## config.mk

```make
export PLATFORM = sky130hd
export DESIGN_NAME = apb_cmd_master_flat
export DESIGN_NICKNAME = d
export VERILOG_FILES = /design/src/rtl/apb_cmd_master_if.sv /design/src/rtl/apb_cmd_master.sv /design/src/flat_wrapper.sv
export SDC_FILE = /design/constraint.sdc
export NUM_CORES = 1
export LEC_CHECK = 0
export ABC_AREA = 1
export CELL_PAD_IN_SITES_DETAIL_PLACEMENT = 0
export CELL_PAD_IN_SITES_GLOBAL_PLACEMENT = 1
export CORE_UTILIZATION = 30
export DETAILED_ROUTE_END_ITERATION = 7
export PLACE_DENSITY_LB_ADDON = 0.08
export SYNTH_ARGS = -nofsm -noshare
export SYNTH_HDL_FRONTEND = slang
export SYNTH_SLANG_ARGS = --single-unit
```

## constraint.sdc

```tcl
create_clock -name sys_clk -period 5.85 [get_ports sys_clk]
set_clock_uncertainty 0.1 [all_clocks]
set_input_delay 1.17 -clock sys_clk [delete_from_list [all_inputs] [get_ports sys_clk]]
set_output_delay 1.17 -clock sys_clk [all_outputs]
set_load 0.05 [all_outputs]
```

## src/rtl/apb_cmd_master_if.sv

```systemverilog
// Bundles the command, response and APB slave-port signals of apb_cmd_master.
// master: the command master itself; slave: its environment (host side plus timer APB port).
interface apb_cmd_master_if;
  logic        req_valid;
  logic        req_ready;
  logic        req_write;
  logic [11:0] req_addr;
  logic [31:0] req_wdata;
  logic [3:0]  req_strb;

  logic        rsp_valid;
  logic        rsp_ready;
  logic [31:0] rsp_rdata;
  logic        rsp_err;
  logic        rsp_tmo;

  logic        tim_psel;
  logic        tim_penable;
  logic        tim_pwrite;
  logic [11:0] tim_paddr;
  logic [31:0] tim_pwdata;
  logic [3:0]  tim_pstrb;
  logic        tim_pready;
  logic        tim_pslverr;
  logic [31:0] tim_prdata;

  modport master (
    input  req_valid, req_write, req_addr, req_wdata, req_strb,
    output req_ready,
    output rsp_valid, rsp_rdata, rsp_err, rsp_tmo,
    input  rsp_ready,
    output tim_psel, tim_penable, tim_pwrite, tim_paddr, tim_pwdata, tim_pstrb,
    input  tim_pready, tim_pslverr, tim_prdata
  );

  modport slave (
    output req_valid, req_write, req_addr, req_wdata, req_strb,
    input  req_ready,
    input  rsp_valid, rsp_rdata, rsp_err, rsp_tmo,
    output rsp_ready,
    input  tim_psel, tim_penable, tim_pwrite, tim_paddr, tim_pwdata, tim_pstrb,
    output tim_pready, tim_pslverr, tim_prdata
  );
endinterface

```

## src/rtl/apb_cmd_master.sv

```systemverilog
// Command-stream to APB master for the timer IP: buffers valid/ready commands in a FIFO,
// runs one APB transfer at a time and returns data/error (or a wait-state timeout).
module apb_cmd_master #(
  parameter int FIFO_DEPTH = 4,
  parameter int TIMEOUT    = 16
) (
  input  logic             sys_clk,
  input  logic             sys_rst,
  apb_cmd_master_if.master bus,
  output logic             busy
);
  localparam int AW = $clog2(FIFO_DEPTH);
  localparam int CW = $clog2(TIMEOUT);

  typedef struct packed {
    logic        write;
    logic [11:0] addr;
    logic [31:0] wdata;
    logic [3:0]  strb;
  } cmd_t;

  typedef enum logic [1:0] {IDLE, SETUP, ACCESS, RESP} state_t;

  cmd_t          mem [FIFO_DEPTH];
  logic [AW-1:0] wr_ptr;
  logic [AW-1:0] rd_ptr;
  logic [AW:0]   count;
  logic [CW-1:0] wait_cnt;
  state_t        state;
  cmd_t          head;
  logic          full;
  logic          push;
  logic          pop;

  assign full          = (count == (AW+1)'(FIFO_DEPTH));
  assign bus.req_ready = !full;
  assign push          = bus.req_valid && !full;
  assign pop           = (state == IDLE) && (count != '0) && !bus.rsp_valid;
  assign head          = mem[rd_ptr];
  assign busy          = (count != '0) || (state != IDLE);

  // NOTE: the storage array is deliberately not reset; occupancy is tracked by count,
  // so stale entries are never read and the array can map onto plain RAM/flops without reset.
  always_ff @(posedge sys_clk) begin
    if (push) begin
      mem[wr_ptr] <= '{write: bus.req_write, addr: bus.req_addr,
                       wdata: bus.req_wdata, strb: bus.req_strb};
    end
  end

  // NOTE: non-blocking assignments so every register samples pre-edge values,
  // independent of statement order across and within always_ff blocks.
  always_ff @(posedge sys_clk) begin
    if (sys_rst) begin
      wr_ptr <= '0;
      rd_ptr <= '0;
      count  <= '0;
    end else begin
      if (push) wr_ptr <= wr_ptr + AW'(1);
      if (pop)  rd_ptr <= rd_ptr + AW'(1);
      case ({push, pop})
        2'b10:   count <= count + (AW+1)'(1);
        2'b01:   count <= count - (AW+1)'(1);
        default: count <= count;
      endcase
    end
  end

  always_ff @(posedge sys_clk) begin
    if (sys_rst) begin
      state           <= IDLE;
      wait_cnt        <= '0;
      bus.tim_psel    <= 1'b0;
      bus.tim_penable <= 1'b0;
      bus.tim_pwrite  <= 1'b0;
      bus.tim_paddr   <= '0;
      bus.tim_pwdata  <= '0;
      bus.tim_pstrb   <= '0;
      bus.rsp_valid   <= 1'b0;
      bus.rsp_rdata   <= '0;
      bus.rsp_err     <= 1'b0;
      bus.rsp_tmo     <= 1'b0;
    end else begin
      case (state)
        IDLE: begin
          if (pop) begin
            state          <= SETUP;
            bus.tim_psel   <= 1'b1;
            bus.tim_pwrite <= head.write;
            bus.tim_paddr  <= head.addr;
            // Reads present all-zero data and strobes on the bus.
            bus.tim_pwdata <= head.write ? head.wdata : '0;
            bus.tim_pstrb  <= head.write ? head.strb  : '0;
          end
        end
        SETUP: begin
          state           <= ACCESS;
          bus.tim_penable <= 1'b1;
          wait_cnt        <= '0;
        end
        ACCESS: begin
          // pready is checked first so a late slave still wins over the abort.
          if (bus.tim_pready) begin
            state           <= RESP;
            bus.tim_psel    <= 1'b0;
            bus.tim_penable <= 1'b0;
            bus.rsp_valid   <= 1'b1;
            bus.rsp_rdata   <= bus.tim_pwrite ? '0 : bus.tim_prdata;
            bus.rsp_err     <= bus.tim_pslverr;
            bus.rsp_tmo     <= 1'b0;
          end else if (wait_cnt == CW'(TIMEOUT - 1)) begin
            state           <= RESP;
            bus.tim_psel    <= 1'b0;
            bus.tim_penable <= 1'b0;
            bus.rsp_valid   <= 1'b1;
            bus.rsp_rdata   <= '0;
            bus.rsp_err     <= 1'b1;
            bus.rsp_tmo     <= 1'b1;
          end else begin
            wait_cnt <= wait_cnt + CW'(1);
          end
        end
        RESP: begin
          if (bus.rsp_ready) begin
            state         <= IDLE;
            bus.rsp_valid <= 1'b0;
          end
        end
        default: state <= IDLE;
      endcase
    end
  end
endmodule
```

## src/flat_wrapper.sv

```systemverilog
// flat-port wrapper written by rule: the top's interface ports become plain ports
module apb_cmd_master_flat 
#(
  parameter int FIFO_DEPTH = 4,
  parameter int TIMEOUT    = 16
)
  (sys_clk, sys_rst, busy, bus_req_valid, bus_req_write, bus_req_addr, bus_req_wdata, bus_req_strb, bus_req_ready, bus_rsp_valid, bus_rsp_rdata, bus_rsp_err, bus_rsp_tmo, bus_rsp_ready, bus_tim_psel, bus_tim_penable, bus_tim_pwrite, bus_tim_paddr, bus_tim_pwdata, bus_tim_pstrb, bus_tim_pready, bus_tim_pslverr, bus_tim_prdata);
  apb_cmd_master_if bus_i ();
  input  logic sys_clk;
  input  logic sys_rst;
  output logic busy;
  input wire logic [$bits(bus_i.req_valid)-1:0] bus_req_valid;
  input wire logic [$bits(bus_i.req_write)-1:0] bus_req_write;
  input wire logic [$bits(bus_i.req_addr)-1:0] bus_req_addr;
  input wire logic [$bits(bus_i.req_wdata)-1:0] bus_req_wdata;
  input wire logic [$bits(bus_i.req_strb)-1:0] bus_req_strb;
  output wire logic [$bits(bus_i.req_ready)-1:0] bus_req_ready;
  output wire logic [$bits(bus_i.rsp_valid)-1:0] bus_rsp_valid;
  output wire logic [$bits(bus_i.rsp_rdata)-1:0] bus_rsp_rdata;
  output wire logic [$bits(bus_i.rsp_err)-1:0] bus_rsp_err;
  output wire logic [$bits(bus_i.rsp_tmo)-1:0] bus_rsp_tmo;
  input wire logic [$bits(bus_i.rsp_ready)-1:0] bus_rsp_ready;
  output wire logic [$bits(bus_i.tim_psel)-1:0] bus_tim_psel;
  output wire logic [$bits(bus_i.tim_penable)-1:0] bus_tim_penable;
  output wire logic [$bits(bus_i.tim_pwrite)-1:0] bus_tim_pwrite;
  output wire logic [$bits(bus_i.tim_paddr)-1:0] bus_tim_paddr;
  output wire logic [$bits(bus_i.tim_pwdata)-1:0] bus_tim_pwdata;
  output wire logic [$bits(bus_i.tim_pstrb)-1:0] bus_tim_pstrb;
  input wire logic [$bits(bus_i.tim_pready)-1:0] bus_tim_pready;
  input wire logic [$bits(bus_i.tim_pslverr)-1:0] bus_tim_pslverr;
  input wire logic [$bits(bus_i.tim_prdata)-1:0] bus_tim_prdata;
  assign bus_i.req_valid = bus_req_valid;
  assign bus_i.req_write = bus_req_write;
  assign bus_i.req_addr = bus_req_addr;
  assign bus_i.req_wdata = bus_req_wdata;
  assign bus_i.req_strb = bus_req_strb;
  assign bus_req_ready = bus_i.req_ready;
  assign bus_rsp_valid = bus_i.rsp_valid;
  assign bus_rsp_rdata = bus_i.rsp_rdata;
  assign bus_rsp_err = bus_i.rsp_err;
  assign bus_rsp_tmo = bus_i.rsp_tmo;
  assign bus_i.rsp_ready = bus_rsp_ready;
  assign bus_tim_psel = bus_i.tim_psel;
  assign bus_tim_penable = bus_i.tim_penable;
  assign bus_tim_pwrite = bus_i.tim_pwrite;
  assign bus_tim_paddr = bus_i.tim_paddr;
  assign bus_tim_pwdata = bus_i.tim_pwdata;
  assign bus_tim_pstrb = bus_i.tim_pstrb;
  assign bus_i.tim_pready = bus_tim_pready;
  assign bus_i.tim_pslverr = bus_tim_pslverr;
  assign bus_i.tim_prdata = bus_tim_prdata;
  apb_cmd_master #(.FIFO_DEPTH(FIFO_DEPTH), .TIMEOUT(TIMEOUT)) u_core (.sys_clk(sys_clk), .sys_rst(sys_rst), .bus(bus_i), .busy(busy));
endmodule
```

## Word level (Yosys, flattened, before mapping)

Memories as Yosys holds them, arrays and structs flattened. A register that Yosys moved wholly into a read port is not among the register bits.
Cells that the tools add are included.

| cells by class | value |
|---|---|
| add/sub/neg operators | 5 |
| equality and inequality tests | 12 |
| mux-type cells | 29 |
| reductions and logical operators | 21 |

Operators with widths:

| cell | count |
|---|---|
| 32-bit two-way mux | 4 |
| 2-bit two-way mux | 6 |
| 4-bit two-way mux | 3 |
| 3-bit AND reduction | 4 |
| 2-bit nonzero test | 6 |
| 1-bit two-way mux | 10 |
| 2-bit one-hot mux with 4 select lines | 1 |
| 4-bit one-hot mux with 2 select lines | 1 |
| 2-bit == test (second input constant) | 3 |
| 2-bit != test (second input constant) | 3 |
| 1-bit one-hot mux with 2 select lines | 3 |
| 3-bit one-hot mux with 2 select lines | 1 |
| 2-bit AND reduction | 3 |
| 2-bit by 1-bit adder with 2-bit output (second input constant) | 2 |
| 4-bit by 1-bit adder with 4-bit output (second input constant) | 1 |
| 2-bit by 1-bit == test with 1-bit output (second input constant) | 2 |
| 4-bit == test (second input constant) | 1 |
| 3-bit by 1-bit adder with 3-bit output (second input constant) | 1 |
| 3-bit == test (second input constant) | 1 |
| 1-bit logical AND | 3 |
| 3-bit by 2-bit != test with 1-bit output (second input constant) | 1 |
| 3-bit nonzero test | 1 |
| 3-bit by 1-bit subtractor with 3-bit output (second input constant) | 1 |
| 1-bit logical NOT | 2 |
| 3 further kinds | 3 |

| storage, ports and cells | value |
|---|---|
| register bits after elaboration | 99 |
| RAM bits | 196 |
| output and inout bits | 88 |
| logic and storage cells | 83 |
| memories | 1 |

Memory list:

| memory | depth | bits a word | read ports | clocked after Yosys merged registers in | wr ports | RTL line | RTL |
|---|---|---|---|---|---|---|---|
| u_core.mem | 4 | 49 | 1 | 1 | 1 | apb_cmd_master.sv:24 | `cmd_t mem [FIFO_DEPTH];` |

## Longest topological paths before layout

Gate-level depths: netlist of the first run.

| depth | value |
|---|---|
| depth after elaboration | 5 |
| gate-level depth with buffers | 15 |
| mapped depth without buffers | 14 |

## Least setup slack after synthesis of the first run

OpenSTA, ideal clock, no wires.

| timing path | value |
|---|---|
| path kind | input to register |
| start point | input port bus_req_valid |
| end point | memory u_core.mem[0][0] in the netlist's numbering (enable) |
| arrival | 3.436 ns |
| data required time | 5.294 ns |
| setup slack | 1.858 ns |
| stages on the path | 2 |
| path buffers | 0 |
| path through | nand2_1 nor2_1 |

| between the ends | value |
|---|---|
| word-level cells in the longest chain between the ends | 3 |

RTL lines:

| item | RTL line | RTL |
|---|---|---|
| from (decl) | flat_wrapper.sv:12 | `input wire logic [$bits(bus_i.req_valid)-1:0] bus_req_valid;` |
| 1-bit logical AND | apb_cmd_master.sv:37 | `assign push = bus.req_valid && !full;` |
| 1-bit two-way mux | apb_cmd_master.sv:45 | `if (push) begin` |
| 1-bit two-way mux (not written as such) | apb_cmd_master.sv:46 | `mem[wr_ptr] <= '{write: bus.req_write, addr: bus.req_addr,` |
| to (decl) | apb_cmd_master.sv:24 |  |

Every way passes these cells.

## Worst setup path in the final report of the first run

| timing path | value |
|---|---|
| start point | register u_core.state[0] |
| end point | output port busy |

| between the ends | value |
|---|---|
| word-level cells in the longest chain between the ends | 2 |

RTL lines:

| item | RTL line | RTL |
|---|---|---|
| from (decl) | apb_cmd_master.sv:29 | `state_t state;` |
| from (signal assigned) | apb_cmd_master.sv:71 | `state <= IDLE;` |
| from (signal assigned) | apb_cmd_master.sv:87 | `state <= SETUP;` |
| from (signal assigned) | apb_cmd_master.sv:97 | `state <= ACCESS;` |
| 2-bit nonzero test | apb_cmd_master.sv:40 | `assign busy = (count != '0) \|\| (state != IDLE);` |
| 1-bit logical OR | apb_cmd_master.sv:40 |  |
| to (decl) | flat_wrapper.sv:11 | `output logic busy;` |

Every way passes these cells.

==> metrics.md, run 1 <==
| Metric | Value |
|---|---|
| Status | `complete, no violations` |
| CTS H-tree depth | `2` |
| Clock slew at reported path FFs | `around 60 ps` |
| Worst min path class | `register to register` |
| MaxCap Viol Count | `0` |
| Post-synth EDFFs | `between 150 and 200` |
| Io pins | `175` |
| Hold depth | `2` |
| CTS buffer count | `36` |
| #FFs+latches synth | `a little under 300` |
| Endpoints failing hold | `0` |
| Mapped Avg Cell Area | `slightly below 10 um2` |
| Clock power share | `0.294` |
| Post-CTS Resized | `0` |
| Ant diodes | `0` |
| Psw | `around 2.7 mW` |
| Most frequent cell after synthesis | `nand2_1` |
| Clk root buf | `clkbuf_16` |
| Tot GR Track Use | `0.1521` |
| Max_slew headroom | `0.2660` |
| Largest net degree at the start of global routing | `approximately 100` |
| Post-route minimum period | `approximately 3400 ps` |
| Layout Area Growth over Synthesis | `27.88%` |
| Setup Viol. Count Final | `0` |
| Initial antenna violation count | `0` |
| Leak pwr | `5.966 nW` |
| Pwr/cell area | `roughly 480 mW/mm2` |
| Synth Net Count | `~1300` |
| Vias per std cell | `~4.4` |
| Internal | `approximately 4.6 mW` |
| Filler Cells Inserted | `between 3000 and 4000` |
| Peak VDD IR | `~0.00023 V` |
| Dominant cells by area after synthesis | `edfxtp_1 49%, dfxtp_1 17%, nand2_1 8.7%` |
| Crit path required time | `~4600 ps` |
| Postcts setup bufs | `0` |
| Post-Syn Area | `0.01194 mm2` |
| Vias in the first global route | `between 8000 and 9000` |
| Design Area, Final | `0.01527 mm2` |
| Die width | `around 200 um` |
| DR WL/cell | `approximately 16 um` |
| Final GP Congestion | `around 0.7` |
| Remaining global-route overflow | `0` |
| Worst Tran Pin Value | `~1100 ps` |
| DR pass1 iterations | `4` |
| Clk_lat worst skew | `530 ps` |
| DP Wirelength | `~17000 um` |
| Worst EP arrival | `~2200 ps` |
| Area of the multi-input gates | `0.003053 mm2` |
| RSZ-0062 raised after global routing | `no` |
| CTS tree | `yes` |
| Maximum operating frequency | `just under 300 MHz` |
| Slew Viols, Final | `0` |
| # hold bufs at CTS | `0` |
| Final period util | `0.5896` |
| Main synth FF type | `edfxtp_1` |
| Critical path endpoint category | `output pin` |
| Longest Clk Path Bufs | `3` |
| Setup crit start kind | `register` |
| Share of the synthesized area in the top cell type | `0.4928` |
| CTS Sinks | `297` |
| Setup_tns | `0 ps` |
| CP Max Fanout | `4` |
| Count of different cell masters after synthesis | `24` |
| Cell accounting for the most synthesized area | `edfxtp_1` |
| DP Area | `~0.014 mm2` |
| Mapped Cells | `1209` |
| Number of DRC markers in iteration 0 | `~350` |
| Drt drc | `0` |
| Port Buf Inserts | `174` |
| R2R depth | `6` |
| Initial Utilization | `0.3069` |
| Nets | `around 1500` |
| Antenna Violating Nets Remaining | `0` |
| Die Ht | `about 200 um` |
| Core box area | `0.03892 mm2` |
| Reg area | `between 0.007 and 0.008 mm2` |
| Row count | `a little over 70` |
| Post-synth ARST share | `0` |
| Synthesis Warnings | `0` |
| Sequential Power Share | `0.373` |
| First-pass GRT wire length | `between 40000 and 50000 um` |
| Part of the power in combinational logic | `0.333` |
| Die ar. | `between 0.04 and 0.05 mm2` |
| Kind of critical path | `register to output pin` |
| Vias | `approximately 8400` |
| Top cells by count, synth | `276 x nand2_1, 196 x edfxtp_1, 173 x inv_1` |
| Share of post-route cells with drive strength above 1 | `0.05369` |
| Switching share of power | `0.3740` |
| Seq/Total Area, Yosys | `0.6621` |
| Total Wirelength | `roughly 30000 um` |
through the flow:
stage                     hold slack, ps  utilization  total power, mW  worst slack, ps  cells
after floorplan                    321.7            -            4.472             1858   1209
after global placement             340.2       0.3631            5.277             2067   1850
after detailed placement           344.2       0.3631            5.287             2091   1850
after CTS                          358.4       0.3925            7.474             2350   1915
after global routing               372.5       0.3925            7.793             2285   1915
final                              350.8       0.3925            7.305             2401   1915
worst paths after layout:
kind                                          start                         to  slack, ps
worst max-delay path                u_core.state[0]                       busy       2400
worst min-delay path            u_core.bus.tim_psel        u_core.bus.tim_psel        350
worst max register to register             register  u_core.bus.tim_pwdata[29]       2980
worst min register to register  u_core.bus.tim_psel        u_core.bus.tim_psel        350
layout make-up:
cell class	count	share of cell area
well taps	518	0.04243
clock buffers	58	0.07045
repair buffers	187	0.1211
flip-flops and latches	297	0.5181
multi-input cells	671	0.1999
inverters	177	0.04366
clock inverters	7	0.004424
cells by family (layout without fill, tap and decap cells):
group                    Yosys count  after routing  share of synthesized area
AND/OR/NAND/NOR                  513            513                     0.1777
flip-flops                       297            297                     0.6621
buffers and inverters            241            429                    0.08548
AO/OA/AOI/OAI                    146            146                    0.06160
adder cells (fa/ha/maj)           12             12                    0.01320
layout by cell type (no fill, tap or decap), types with 15 or more instances in the layout:
| cell | n |
|---|---|
| nand2_1 | 276 |
| clkbuf_16 | 38 |
| a21oi_1 | 85 |
| nor2_1 | 80 |
| clkbuf_1 | 15 |
| inv_1 | 173 |
| dfxtp_1 | 99 |
| o21ai_0 | 46 |
| nand3_1 | 148 |
| edfxtp_1 | 196 |
| clkdlybuf4s50_1 | 173 |
metal layers:
layer	GRT usage	wire, um	vias up	part of all wire
met3	0.02689	1263	42	0.042
met2	0.2458	13760	170	0.45
met4	0.04329	597	0	0.020
met1	0.2083	14650	3903	0.48
met5	0	0	-	0
li1	-	-	4261	-
worst max-delay path, cell delays in order, from the launching register on:
cell and delay (ps):
dfxtp_1 380, inv_1 100, ha_1 260, nand4_1 120, clkdlybuf4s50_1 810
power groups by stage:
stage | clock network (mW) | logic [mW] | registers, mW
finish | 2.15 | 2.43 | 2.73
global route | 2.31 | 2.72 | 2.77
CTS | 2.22 | 2.51 | 2.74
detailed placement | 0 | 2.51 | 2.78
global placement | 0 | 2.50 | 2.78
floorplan | 0 | 1.32 | 3.16
sequential cells by signal (all words and copies together), names as in the netlist, 2 cells and up, named ones only:
| register | flops |
|---|---|
| u_core.count | 3 |
| u_core.mem | 196 |
| u_core.bus.tim_pstrb | 4 |
| u_core.bus.tim_pwdata | 32 |
| u_core.bus.rsp_rdata | 32 |
| u_core.bus.tim_paddr | 12 |
| u_core.wait_cnt | 4 |
| u_core.rd_ptr | 2 |
| u_core.state | 2 |
| u_core.wr_ptr | 2 |
Power figures use the tool's default switching activity.
==> inputs of run 2 (changes only) <==
==> constraint.sdc (replaced) <==
create_clock -name sys_clk -period 2.87 [get_ports sys_clk]
set_clock_uncertainty 0.1 [all_clocks]
set_input_delay 0.574 -clock sys_clk [delete_from_list [all_inputs] [get_ports sys_clk]]
set_output_delay 0.574 -clock sys_clk [all_outputs]
set_load 0.05 [all_outputs]
==> run 2 against run 1 <==
  * Critical endpoint unchanged
  * Largest power group unchanged
  * Sequential share of layout area fell by 0.35 points
  * Critical path depth did not move
  * Sequential power rose by 100%
  * Utilization rose by 0.27 points
  * Highest routed layer unchanged
==> metrics.md, run 2 (synthesis results as in run 1) <==
| Metric | Value |
|---|---|
| Status | `complete, no violations` |
| Critical Path Slowest Stage Cell | `dlygate4sd2_1` |
| Switching share of power | `0.3749 (+0.0009113)` |
| Worst-path cell chain | `inv_1 -> ha_1 -> nand4_1 -> dlygate4sd2_1` |
| Part of the power in combinational logic | `0.339 (+0.006)` |
| Clock slew at reported path FFs | `60 ps (about the same)` |
| Final core utilization | `0.3951 (+0.002668)` |
| Postcts setup bufs | `0 (unchanged)` |
| Antenna Violating Nets Remaining | `0 (unchanged)` |
| Final period util | `0.8900` |
| Share of post-route cells with drive strength above 1 | `0.06259 (+0.008902)` |
| Critical path endpoint category | `output pin` |
| Initial antenna violation count | `1 (+1)` |
| Total Wirelength | `30380 um (+0.39%)` |
| Setup crit start kind | `register` |
| Endpoints failing hold | `0 (unchanged)` |
| Worst Tran Pin Value | `916.9 ps (-182.9 ps)` |
| Vias in the first global route | `8150 (-2.9%)` |
| Leak pwr | `6.023 nW (+0.96%)` |
| CTS buffer count | `36 (unchanged)` |
| Core box area | `0.03892 mm2 (unchanged)` |
| Initial Utilization | `0.3069 (unchanged)` |
| Post-route minimum period | `roughly 2600 ps` |
| RSZ-0062 raised after global routing | `no` |
| Worst EP arrival | `1880 ps (-300 ps)` |
| Drt drc | `0 (unchanged)` |
| Psw | `5.599 mW (+100%)` |
| Tot GR Track Use | `0.1503 (-0.001780)` |
| Largest net degree at the start of global routing | `75 (-24%)` |
| CTS tree | `yes` |
| Area of the multi-input gates | `0.003053 mm2 (unchanged)` |
| Most common cell after layout, fill and taps aside | `nand2_1` |
| Die width | `201.5 um (unchanged)` |
| Peak VDD IR | `0.0006292 V (+170%)` |
| Io pins | `175 (unchanged)` |
| MaxCap Viol Count | `0 (unchanged)` |
| Worst setup margin | `315.7 ps (-2085 ps)` |
| DP Wirelength | `17590 um (+1.4%)` |
| CTS Sinks | `297 (unchanged)` |
| First-pass GRT wire length | `47240 um (-1.9%)` |
| Nets | `1477 (+0.54%)` |
| Setup Viol. Count Final | `0 (unchanged)` |
| Pwr/cell area | `971.3 mW/mm2 (+100%)` |
| Power Total | `14.94 mW (+100%)` |
| Worst path max stage delay | `530 ps (-280 ps)` |
| Internal | `9.336 mW (+100%)` |
| Hold Path Origin | `sys_rst` |
| Vias | `8364 (-0.14%)` |
| Longest Clk Path Bufs | `3 (unchanged)` |
| Max_slew headroom | `0.3887 (+0.1227)` |
| Remaining global-route overflow | `0 (unchanged)` |
| Setup_tns | `0 ps (unchanged)` |
| Clk_lat worst skew | `520 ps (about the same)` |
| Most frequent cells in the layout | `276 x nand2_1, 196 x edfxtp_1, 173 x inv_1, 172 x clkdlybuf4s50_1, 148 x nand3_1` |
| Final GP Congestion | `0.7318 (+4.8%)` |
| Kind of critical path | `register to output pin` |
| Filler Cells Inserted | `3871 (-1.6%)` |
| Vias per std cell | `4.343 (-0.71%)` |
| R2R depth | `14 (+8)` |
| Worst R2R Start | `u_core.state[1]` |
| Clk root buf | `clkbuf_16` |
| Worst min path class | `primary input to register` |
| Die Ht | `201.5 um (unchanged)` |
| DR pass1 iterations | `4 (unchanged)` |
| Largest register FFs | `196 (unchanged)` |
| Row count | `72 (unchanged)` |
| Reg-to-reg endpoint | `u_core.count[2]` |
| Place WS | `507.2 ps (-1583 ps)` |
| CP Max Fanout | `4 (unchanged)` |
| Slew Viols, Final | `0 (unchanged)` |
| Hold depth | `2 (unchanged)` |
| DR WL/cell | `15.78 um (-0.19%)` |
| Reg area | `0.007913 mm2 (unchanged)` |
| Largest Register | `u_core.mem` |
| Hold endpoint | `u_core.bus.tim_pstrb[1]` |
| Crit path required time | `2200 ps (-2380 ps)` |
| Largest registers | `u_core.mem: 196 flops, u_core.bus.rsp_rdata: 32 flops, u_core.bus.tim_pwdata: 32 flops` |
| Layout Area Growth over Synthesis | `28.74%` |
| Port Buf Inserts | `174 (unchanged)` |
| Sequential Power Share | `0.369 (-0.004)` |
| Die ar. | `0.04061 mm2 (unchanged)` |
| Clock power share | `0.292 (-0.002)` |
| R2R Setup Slk | `600 ps (-2380 ps)` |
| Number of DRC markers in iteration 0 | `354 (+0.28%)` |
| Maximum operating frequency | `approximately 390 MHz` |
| CTS H-tree depth | `2 (unchanged)` |
[run 2: cell types whose count changed in the layout (fill, tap and decap cells not counted), sizes merged]
cell | previous run | this run
clkbuf | 58 | 46
clkinv | 6 | 17
buf | 14 | 22
diode | 0 | 2
bufinv | 1 | 2
clkdlybuf4s50 | 173 | 172
clkinvlp | 0 | 1
dlygate4sd2 | 0 | 1
[run 2: power groups by stage]
stage	clock network (mW)	logic, mW	registers [mW]
6_report	4.37	5.06	5.51
3_3_place_gp	0	5.21	5.60
4_1_cts	4.52	5.21	5.52
3_5_place_dp	0	5.21	5.60
2_1_floorplan	0	2.69	6.42
5_1_grt	4.67	5.61	5.58
[run 2: final cells by class]
type | instances | share of cell area
antenna | 2 | 0.0003255
tap | 518 | 0.04215
inverter | 177 | 0.04337
sequential | 297 | 0.5146
multi-input combinational | 671 | 0.1985
timing repair buffer | 195 | 0.1265
clock inverter | 20 | 0.01009
clock buffer | 46 | 0.06444
[run 2: stage by stage]
stage	std cells	hold WS (ps)	area [um2]
after floorplan	1209	321.7	11950
after global placement	1858	341.9	14230
after detailed placement	1858	345.8	14230
after CTS	1924	320.4	15370
after global routing	1924	328.7	15370
final	1926	330.4	15380
[run 2: metal layers]
metal,GRT usage,share of wire,vias to the layer above
met5,0,0,-
met4,0.04221,0.019,0
met3,0.03175,0.051,41
met2,0.2491,0.46,177
met1,0.1974,0.47,3876
li1,-,-,4270
[run 2: worst max-delay path by stage]
stage,to,cells after the start,from,slack [ps]
floorplan,u_core.mem[0][0],4,u_core.count[1],-130
global placement,u_core.count[2],10,bus_req_valid,470
detailed placement,u_core.count[2],10,bus_req_valid,510
CTS,busy,4,u_core.state[0],270
global route,busy,4,u_core.state[0],190
finish,busy,4,u_core.state[0],320
[run 2: critical path, delay by kind of cell, from the launching register on]
kind                       cells  cell delay [ps]
and+or+nand+nor                1              100
adders and majority gates      1              260
buffers and inverters          2              630
DFF                            1              380
[run 2: repair_timing]
| item | CTS | global route |
|---|---|---|
| setup endpoints to repair | 1 | 0 |
| endpoints found under the hold margin | 0 | 0 |
| gates resized for setup | 1 | 0 |
| hold buffers | 0 | 0 |
==> inputs of run 3 (changes only) <==
--- a/config.mk
+++ b/config.mk
@@ -9,6 +9,8 @@
 export CELL_PAD_IN_SITES_DETAIL_PLACEMENT = 0
 export CELL_PAD_IN_SITES_GLOBAL_PLACEMENT = 1
 export CORE_UTILIZATION = 30
+export CTS_CLUSTER_DIAMETER = 120
+export CTS_CLUSTER_SIZE = 16
 export DETAILED_ROUTE_END_ITERATION = 7
 export PLACE_DENSITY_LB_ADDON = 0.08
 export SYNTH_ARGS = -nofsm -noshare
==> run 3 against run 2 <==
  * Global-route usage shrank 0.20 points
  * Setup slack worse by 45 ps
  * Cell count shrank 1.4%
  * Worst hold slack got worse by 5.0 ps
  * Utilization fell by 1.3 points
  * Highest routed layer unchanged
==> metrics.md, run 3 (synthesis results as in run 1) <==
| Metric | Value |
|---|---|
| Status | `complete, no violations` |
| RSZ-0062 raised after global routing | `no` |
| CP delay by family, top | `buffers and inverters` |
| Worst EP arrival | `1930 ps (+50 ps)` |
| CP Depth | `4 (unchanged)` |
| CTS Sinks | `297 (unchanged)` |
| Largest Register | `u_core.mem` |
| Die Ht | `201.5 um (unchanged)` |
| Clk_lat worst skew | `530 ps (about the same)` |
| Initial antenna violation count | `1 (unchanged)` |
| Clock slew at reported path FFs | `80 ps (+20 ps)` |
| Setup_tns | `0 ps (unchanged)` |
| Post-CTS Resized | `1 (unchanged)` |
| Worst path max stage delay | `530 ps (about the same)` |
| Endpoints failing hold | `0 (unchanged)` |
| Clk root buf | `clkbuf_16` |
| Row count | `72 (unchanged)` |
| DP Wirelength | `17590 um (unchanged)` |
| Max_slew headroom | `0.4038 (+0.01510)` |
| Worst-path cell chain | `inv_1 -> ha_1 -> nand4_1 -> dlygate4sd2_1` |
| Antenna Violating Nets Remaining | `0 (unchanged)` |
| Drt drc | `0 (unchanged)` |
| Maximum operating frequency | `384.7 MHz (-1.7%)` |
| R2R Setup Slk | `590 ps (about the same)` |
| Critical path endpoint category | `output pin` |
| CTS buffer count | `22 (-39%)` |
| R2R depth | `14 (unchanged)` |
| MaxCap Viol Count | `0 (unchanged)` |
| Worst Tran Pin Value | `894.2 ps (-22.65 ps)` |
| Remaining global-route overflow | `0 (unchanged)` |
| Hold endpoint | `u_core.bus.rsp_rdata[17]` |
| Initial Utilization | `0.3069 (unchanged)` |
| Setup crit start kind | `register` |
| Port Buf Inserts | `174 (unchanged)` |
| CTS H-tree depth | `1 (-1)` |
| Design Area, Final | `0.01487 mm2 (-3.3%)` |
| DP Area | `0.01423 mm2 (unchanged)` |
| Nets | `1463 (-0.95%)` |
| CP Max Fanout | `4 (unchanged)` |
| Tot GR Track Use | `0.1483 (-0.001976)` |
| Reg-to-reg endpoint | `u_core.count[2]` |
| Slew Viols, Final | `0 (unchanged)` |
| Setup Viol. Count Final | `0 (unchanged)` |
| Critical Path Slowest Stage Cell | `dlygate4sd2_1` |
| Worst min path class | `primary input to register` |
| Vias per std cell | `4.362 (+0.44%)` |
| Total Wirelength | `30180 um (-0.66%)` |
| Final GP Congestion | `0.7318 (unchanged)` |
| Most common cell after layout, fill and taps aside | `nand2_1` |
| Power Total | `13.53 mW (-9.4%)` |
| Io pins | `175 (unchanged)` |
| Longest Clk Path Bufs | `3 (unchanged)` |
| Hold Path Origin | `sys_rst` |
| Core box area | `0.03892 mm2 (unchanged)` |
| Pwr/cell area | `909.7 mW/mm2 (-6.3%)` |
| Die width | `201.5 um (unchanged)` |
| Kind of critical path | `register to output pin` |
| Vias in the first global route | `8005 (-1.8%)` |
| Share of post-route cells with drive strength above 1 | `0.04351 (-0.01908)` |
| Peak VDD IR | `0.0005946 V (-5.5%)` |
| Largest register FFs | `196 (unchanged)` |
| DR WL/cell | `15.89 um (+0.75%)` |
| Postcts setup bufs | `0 (unchanged)` |
| Post-route minimum period | `2599 ps (+45.18 ps)` |
| Leak pwr | `5.763 nW (-4.3%)` |
| Layout Area Growth over Synthesis | `24.51%` |
| Final period util | `0.9057 (+0.01574)` |
| Largest net degree at the start of global routing | `75 (unchanged)` |
| Largest registers | `u_core.mem: 196 flops, u_core.bus.rsp_rdata: 32 flops, u_core.bus.tim_pwdata: 32 flops` |
| Most frequent cells in the layout | `276 x nand2_1, 196 x edfxtp_1, 173 x inv_1, 172 x clkdlybuf4s50_1, 148 x nand3_1` |
| CTS tree | `yes` |
| Filler Cells Inserted | `3896 (+0.65%)` |
| Crit path required time | `2200 ps (about the same)` |
| WP buf/inv | `2 (unchanged)` |
| # hold bufs at CTS | `0 (unchanged)` |
| Worst R2R Start | `u_core.state[0]` |
| Hold depth | `2 (unchanged)` |
| Number of DRC markers in iteration 0 | `343 (-3.1%)` |
| DR pass1 iterations | `5 (+1)` |
| Die ar. | `0.04061 mm2 (unchanged)` |
| First-pass GRT wire length | `46780 um (-0.99%)` |
| Vias | `8283 (-0.97%)` |
[run 3: cell count changes in the layout (fill, tap and decap cells not counted), sizes merged]
cell      change
clkinv       -17
clkbuf        -8
bufinv        -2
clkinvlp      -1
inv           +1
[run 3: worst reg2reg max path, cell delays in order (launching register included)]
cell     delay [ps]
dfxtp_1         350
inv_1           110
ha_1            240
inv_2            40
nor2_1          160
nand2_4          70
inv_2            60
ha_1            140
inv_1            70
fa_1            430
a21oi_1         130
o21ai_0         120
nand2_1          80
nand2_1          40
nor2_1          100
[run 3: through the flow]
step                      cells  hold slack, ps    util  setup slack [ps]
after floorplan            1209           321.7       -            -127.0
after global placement     1858           341.9  0.3656             468.7
after detailed placement   1858           345.8  0.3656             507.2
after CTS                  1897           296.3  0.3820             234.2
after global routing       1897           293.7  0.3820             150.8
final                      1899           325.4  0.3821             270.5
[run 3: metal layers]
| metal | share of wire | track usage |
|---|---|---|
| met3 | 0.050 | 0.02834 |
| met2 | 0.46 | 0.2470 |
| met5 | 0 | 0 |
| met1 | 0.47 | 0.1981 |
| met4 | 0.018 | 0.03571 |
[run 3: final cells by class]
class,instances,area [um2],area share
clock inverter,1,8.758,0.0005889
tap,518,648.1,0.04358
timing repair buffer,195,1946,0.1308
inverter,177,666.9,0.04484
antenna,2,5.005,0.0003365
multi-input combinational,671,3053,0.2053
clock buffer,38,631.9,0.04249
sequential,297,7913,0.5321
[run 3: where the power goes]
group,total [mW],internal (mW),switching [mW]
Sequential,5.50,5.21,0.285
Combinational,5.07,1.49,3.57
Clock,2.97,1.50,1.47
[run 3: worst max-delay path by stage]
stage,start,slack [ps],to
2_1_floorplan,u_core.count[1],-130,u_core.mem[0][0]
3_3_place_gp,bus_req_valid,470,u_core.count[2]
3_5_place_dp,bus_req_valid,510,u_core.count[2]
4_1_cts,u_core.state[0],230,busy
5_1_grt,u_core.state[0],150,busy
6_report,u_core.state[0],270,busy
